### src/rtl/lcd_fmt_pkg.sv
// Shared types, ASCII constants and helpers for the LCD result formatter.
// No ports. Frame layout is decimal (DEC_CHARS) optionally followed by a
// hex suffix (HEX_CHARS) when LCD_FMT_HEX_EN is defined.
package lcd_fmt_pkg;

   typedef enum logic [1:0] {IDLE, CONVERT, EMIT} state_t;

   localparam logic [7:0] ASCII_ZERO  = 8'h30;
   localparam logic [7:0] ASCII_SPACE = 8'h20;
   localparam logic [7:0] ASCII_X     = 8'h78;
   localparam logic [7:0] ASCII_A     = 8'h41;

   localparam int DEC_CHARS = 3;
   localparam int HEX_CHARS = 5;

   // Uppercase hex digit
   function automatic logic [7:0] hex_ascii(input logic [3:0] nib);
      if (nib < 4'd10) return ASCII_ZERO + {4'd0, nib};
      else             return ASCII_A + {4'd0, nib} - 8'd10;
   endfunction

endpackage

### src/rtl/bin2bcd8.sv
// Sequential double-dabble: 8-bit binary to 3-digit BCD in 8 shift cycles.
// Ports:
//   clk, rst  : clock, async active-high reset
//   start     : load bin and begin conversion (one-cycle pulse)
//   bin [7:0] : value to convert
//   bcd [11:0]: {hundreds, tens, units}; stable after done until next start
//   done      : high for one cycle once all 8 shifts are complete
module bin2bcd8 (
   input  logic        clk,
   input  logic        rst,
   input  logic        start,
   input  logic [7:0]  bin,
   output logic [11:0] bcd,
   output logic        done
);

   logic [7:0]  shreg;
   logic [3:0]  cnt;
   logic        running;
   logic [11:0] adj;

   always_comb begin
      adj = bcd;
      for (int n = 0; n < 3; n++) begin
         if (bcd[n*4 +: 4] >= 4'd5) adj[n*4 +: 4] = bcd[n*4 +: 4] + 4'd3;
      end
   end

   always_ff @(posedge clk or posedge rst) begin
      if (rst) begin
         shreg   <= '0;
         bcd     <= '0;
         cnt     <= '0;
         running <= 1'b0;
      end else if (start) begin
         shreg   <= bin;
         bcd     <= '0;
         cnt     <= 4'd8;
         running <= 1'b1;
      end else if (running) begin
         if (cnt == 4'd0) begin
            running <= 1'b0;
         end else begin
            {bcd, shreg} <= {adj[10:0], shreg, 1'b0};
            cnt          <= cnt - 4'd1;
         end
      end
   end

   // Down-counter terminal count marks the last shift as applied
   assign done = running && (cnt == 4'd0);

endmodule

### src/rtl/lcd_result_formatter.sv
// Converts each new 8-bit ALU result to decimal ASCII and streams the
// characters, tagged with an LCD column, over a valid/ready handshake.
// Optional macro LCD_FMT_HEX_EN appends " 0xHH" to each frame.
// Parameters: START_COL (first column, 0-15), BLANK_LZ (blank leading zeros).
// Ports:
//   clk, rst       : clock, async active-high reset
//   data_in [7:0]  : ALU result, unsigned
//   char_out [7:0] : ASCII character
//   char_pos [3:0] : LCD column for char_out
//   char_valid     : char_out/char_pos valid
//   char_ready     : downstream accepts this cycle
//   busy           : high outside IDLE
//   frame_done     : one-cycle pulse after the last character is accepted
//
// state   | meaning
// IDLE    | waiting for data_in != last_val (or first frame after reset)
// CONVERT | double-dabble running in bin2bcd8
// EMIT    | presenting characters, one per accepted transfer
module lcd_result_formatter #(
   parameter int START_COL = 0,
   parameter bit BLANK_LZ  = 1
) (
   input  logic       clk,
   input  logic       rst,
   input  logic [7:0] data_in,
   output logic [7:0] char_out,
   output logic [3:0] char_pos,
   output logic       char_valid,
   input  logic       char_ready,
   output logic       busy,
   output logic       frame_done
);
   import lcd_fmt_pkg::*;

`ifdef LCD_FMT_HEX_EN
   localparam int FRAME_CHARS = DEC_CHARS + HEX_CHARS;
`else
   localparam int FRAME_CHARS = DEC_CHARS;
`endif
   localparam logic [2:0] LAST_IDX = 3'(FRAME_CHARS - 1);

   state_t      state, state_nx;
   logic [7:0]  val, last_val;
   logic        first;
   logic [2:0]  idx;
   logic [11:0] bcd;
   logic        conv_done;
   logic        trigger, start, xfer, last_xfer;
   logic [3:0]  hund, tens, units;

   assign trigger   = (data_in != last_val) || first;
   assign start     = (state == IDLE) && trigger;
   assign xfer      = char_valid && char_ready;
   assign last_xfer = xfer && (idx == LAST_IDX);

   bin2bcd8 u_bin2bcd8 (
      .clk   (clk),
      .rst   (rst),
      .start (start),
      .bin   (data_in),
      .bcd   (bcd),
      .done  (conv_done)
   );

   always_comb begin
      state_nx = state;
      case (state)
         IDLE:    if (trigger)   state_nx = CONVERT;
         CONVERT: if (conv_done) state_nx = EMIT;
         EMIT:    if (last_xfer) state_nx = IDLE;
         default: state_nx = IDLE;
      endcase
   end

   always_ff @(posedge clk or posedge rst) begin
      if (rst) begin
         state      <= IDLE;
         val        <= '0;
         last_val   <= '0;
         first      <= 1'b1;
         idx        <= '0;
         frame_done <= 1'b0;
      end else begin
         state      <= state_nx;
         frame_done <= 1'b0;
         if (start) val <= data_in;
         if (state == CONVERT) idx <= '0;
         if (state == EMIT && xfer) begin
            if (last_xfer) begin
               frame_done <= 1'b1;
               last_val   <= val;
               first      <= 1'b0;
            end else begin
               idx <= idx + 3'd1;
            end
         end
      end
   end

   assign char_valid = (state == EMIT);
   assign busy       = (state != IDLE);
   assign char_pos   = char_valid ? 4'(START_COL) + {1'b0, idx} : 4'd0;

   assign hund  = bcd[11:8];
   assign tens  = bcd[7:4];
   assign units = bcd[3:0];

   always_comb begin
      char_out = 8'h00;
      if (char_valid) begin
         case (idx)
            3'd0: char_out = (BLANK_LZ && hund == 4'd0) ? ASCII_SPACE
                                                         : ASCII_ZERO + {4'd0, hund};
            3'd1: char_out = (BLANK_LZ && hund == 4'd0 && tens == 4'd0) ? ASCII_SPACE
                                                         : ASCII_ZERO + {4'd0, tens};
            3'd2: char_out = ASCII_ZERO + {4'd0, units};
`ifdef LCD_FMT_HEX_EN
            3'd3: char_out = ASCII_SPACE;
            3'd4: char_out = ASCII_ZERO;
            3'd5: char_out = ASCII_X;
            3'd6: char_out = hex_ascii(val[7:4]);
            3'd7: char_out = hex_ascii(val[3:0]);
`endif
            default: char_out = 8'h00;
         endcase
      end
   end

endmodule

### config.mk
export PLATFORM = sky130hd
export DESIGN_NAME = lcd_result_formatter
export DESIGN_NICKNAME = d
export VERILOG_FILES = /design/src/rtl/lcd_fmt_pkg.sv /design/src/rtl/bin2bcd8.sv /design/src/rtl/lcd_result_formatter.sv
export SDC_FILE = /design/constraint.sdc
export NUM_CORES = 1
export LEC_CHECK = 0
export BUFFER_PORTS_ARGS = -buffer_cell sky130_fd_sc_hd__buf_2
export CAP_MARGIN = 20
export CORE_ASPECT_RATIO = 0.5
export CORE_UTILIZATION = 53
export DETAILED_ROUTE_END_ITERATION = 7
export PLACE_DENSITY = 0.76
export SYNTH_ARGS = -nofsm -noshare
export SYNTH_HDL_FRONTEND = slang
export SYNTH_SLANG_ARGS = --single-unit
### constraint.sdc
create_clock -name clk -period 1.95 [get_ports clk]
set_clock_uncertainty 0.2 [all_clocks]
set_input_delay 0.195 -clock clk [delete_from_list [all_inputs] [get_ports clk]]
set_output_delay 0.195 -clock clk [all_outputs]
set_load 0.03 [all_outputs]
==> run metrics <==
total detailed-routing wirelength 6810 um; area overhead of the layout relative to synthesis 42.4%; setup repair after global routing missed its margin yes; post-DR vias/cell 5.47; most frequent cell after synthesis sky130_fd_sc_hd__dfrtp_1; slowest cell delay on critical path 0.40 ns; startpoint types flip-flop; power density cells 1370 nW/um^2; Final setup viols 25; number of primary I/O pins 26; Die Y-Extent 51.5 um; num rows 17; routability congestion estimate 0.810; number of cells on the worst hold path 3; Synth top cells by count sky130_fd_sc_hd__dfrtp_1 (47), sky130_fd_sc_hd__nand2_1 (33), sky130_fd_sc_hd__o21ai_0 (30); Final #Nets 362; kind of capture point of the worst setup path output pin; Worst Path Arrival 1.91 ns; R2R Path End u_bin2bcd8.bcd[4]; first-pass GRT wire length 9490 um; number of design-rule violations left by the first detailed-router iteration 233; type of the most critical hold path input pin to flip-flop; stages on the worst setup path 8; placement-stage cell area 2930 sq um; Worst Hold End state[1]; HPWL after DPL 3690 um; part of the cycle the worst path needs 1.18; shortest period the worst path allows 2.31 ns; run status finished with violations; routed wire length per instance 16.8 um; clock tree from TritonCTS built; Synth top area share 0.453; post-synthesis cell type count 42; sequential area share after synthesis 0.463; total global routing track utilization 0.244; antenna violations before repair 0; Die Width 101 um; number of CTS-inserted buffers 5; Die ar. 5200 sq um; worst skew pair latency 0.30 ns; leakage dissipation 1.73 nW; total number of H-tree levels 2; DR DRC count 0; maximum clock frequency 0.433 GHz; deepest clock path buffer count 2; post-route worst setup slack -0.357 ns; Antenna Diode Count 0; violations in the final reports setup timing; maximum number of pins on one net before global-route repair 42; source of the worst hold timing path char_ready; mean area per synthesized cell 9.62 sq um; fin. max-slew vios 0; vias in the first global route 1998; remaining antenna violation count 0; final global-route overflow total 0; launch instance of the worst register-to-register path last_val[1]; cell chain of the critical path inv_2 > ha_4 > nor3b_4 > nand3_1 > and3_4 > a222oi_1 > nor2_1 > buf_4; highest fanout seen on the critical path 3; start-to-end type of the worst setup path flip-flop to output pin; most instantiated flip-flop cell in the synthesis netlist sky130_fd_sc_hd__dfrtp_1; reg-to-reg setup timing slack -0.04 ns; fraction of layout cells with a size suffix above 1 0.415; gate count of the mapped netlist 270; initial cell density of the core 0.571; final hold vios 0; Critical Path Slowest Stage Cell sky130_fd_sc_hd__dfrtp_1; first-pass iteration count of the detailed router 4; share of async-settable or async-resettable flops after synthesis 1.00; top area cells in the synthesized netlist sky130_fd_sc_hd__dfrtp_1 (45%), sky130_fd_sc_hd__ha_1 (5.8%), sky130_fd_sc_hd__o21ai_0 (5.8%); buffers added on ports 22; number of cell instances on the worst register-to-register path 7; final cell area excluding filler cells 3700 sq um; Synthesis Warnings 0; Post-synth EDFFs 0; peak supply drop 0.000726 V; core region area 4550 sq um; maximum capacitance violations 0; worst hold slack 0.0671 ns; mapped cell area 2600 sq um; CP bufs+invs 2; Top Family by Delay on Critical Path simple AND/OR/NAND/NOR gates; # clock sinks 48; required time reported for the critical path endpoint 1.55 ns; flop and latch count out of synthesis 48; library cell with the largest summed area after synthesis sky130_fd_sc_hd__dfrtp_1; count of filler cells inserted in the layout 260; clock slew at reported path FFs 0.09 ns; clock root cell sky130_fd_sc_hd__clkbuf_8; routed vias 2222
-- flip-flops by register name, summed over array words and instances, names as in the netlist --
signal and count:
state 2, u_bin2bcd8.bcd 12, u_bin2bcd8.shreg 8, u_bin2bcd8.cnt 4, last_val 8, first 1, val 8, idx 3
u_bin2bcd8.running 1, frame_done 1
-- final cells by class --
type / count / area, sq um / share of cell area
multi-input combinational: 187 / 1510 / 0.408
sequential: 48 / 1200 / 0.325
timing repair buffer: 75 / 699 / 0.189
clock buffer: 6 / 82.6 / 0.0223
inverter: 22 / 82.6 / 0.0223
tap: 66 / 82.6 / 0.0223
clock inverter: 2 / 38.8 / 0.0105
-- stage by stage --
step,power [mW],std cells,setup TNS [ns],utilization,setup WS (ns)
floorplan,2.83,272,-0.0232,-,-0.0232
global placement,3.18,370,-0.0512,0.644,-0.0512
detailed placement,3.28,370,-0.151,0.644,-0.111
CTS,4.15,392,-1.05,0.722,-0.314
global route,5.39,406,-3.12,0.813,-0.453
finish,5.09,406,-1.52,0.813,-0.357
-- worst register-to-register path, delay by kind of cell, from the launching register on --
kind,cells,cell delay (ns)
compound gates,2,0.31
xor+xnor,1,0.17
buf+inv,3,0.40
flops,1,0.42
simple gates,1,0.40
-- cell usage in the layout, fill, tap and decap left out, drive strengths merged, types with 3 or more instances in the layout --
master,n
nor2b,3
a21oi,16
a22o,3
o21ai,31
buf,63
conb,3
xnor2,7
xor2,7
a222oi,4
nand3,5
nor3,5
nor2,17
clkbuf,9
dlygate4sd3,7
mux2i,8
nor3b,5
nand2,33
ha,12
inv,22
and2,5
dfrtp,47
nand2b,6
a211oi,4
-- routing by layer --
metal,vias up,track usage,wire [um]
met5,-,0,0
met4,0,0.104,95
met2,75,0.390,3370
met3,10,0.0511,311
li1,1049,-,-
met1,1088,0.328,3030
-- worst max-delay path by stage --
stage | from | end
after floorplan | u_bin2bcd8.bcd[8] | char_out[1]
after global placement | u_bin2bcd8.bcd[9] | char_out[0]
after detailed placement | u_bin2bcd8.bcd[9] | char_out[0]
after CTS | u_bin2bcd8.bcd[9] | char_out[0]
after global routing | u_bin2bcd8.bcd[8] | char_out[1]
final | u_bin2bcd8.bcd[9] | char_out[1]
-- repair_timing --
action,in CTS,in global routing
buffers inserted,5,9
pin swaps,7,13
gates cloned,0,7
gates resized for setup,30,77
endpoints found under the setup margin,9,36
endpoints found under the hold margin,37,0
hold buffers,9,0
-- cells by family (layout without fill, tap and decap cells) --
group | count (synthesis) | in the layout | share of synthesized area
AOI/OAI and AO/OA | 65 | 65 | 0.162
xor gates and xnor gates | 14 | 14 | 0.0472
adders and majority gates | 12 | 12 | 0.0578
buffers and inverters | 37 | 105 | 0.0717
DFF | 48 | 48 | 0.463
muxes | 8 | 8 | 0.0308
other | 1 | 3 | 0.00144
and+or+nand+nor | 85 | 85 | 0.167
-- power by group --
| group | internal, mW | switching (mW) |
|---|---|---|
| Combinational | 1.36 | 1.41 |
| Clock | 0.420 | 0.340 |
| Sequential | 1.31 | 0.252 |
(Power assumes the default switching activity.)
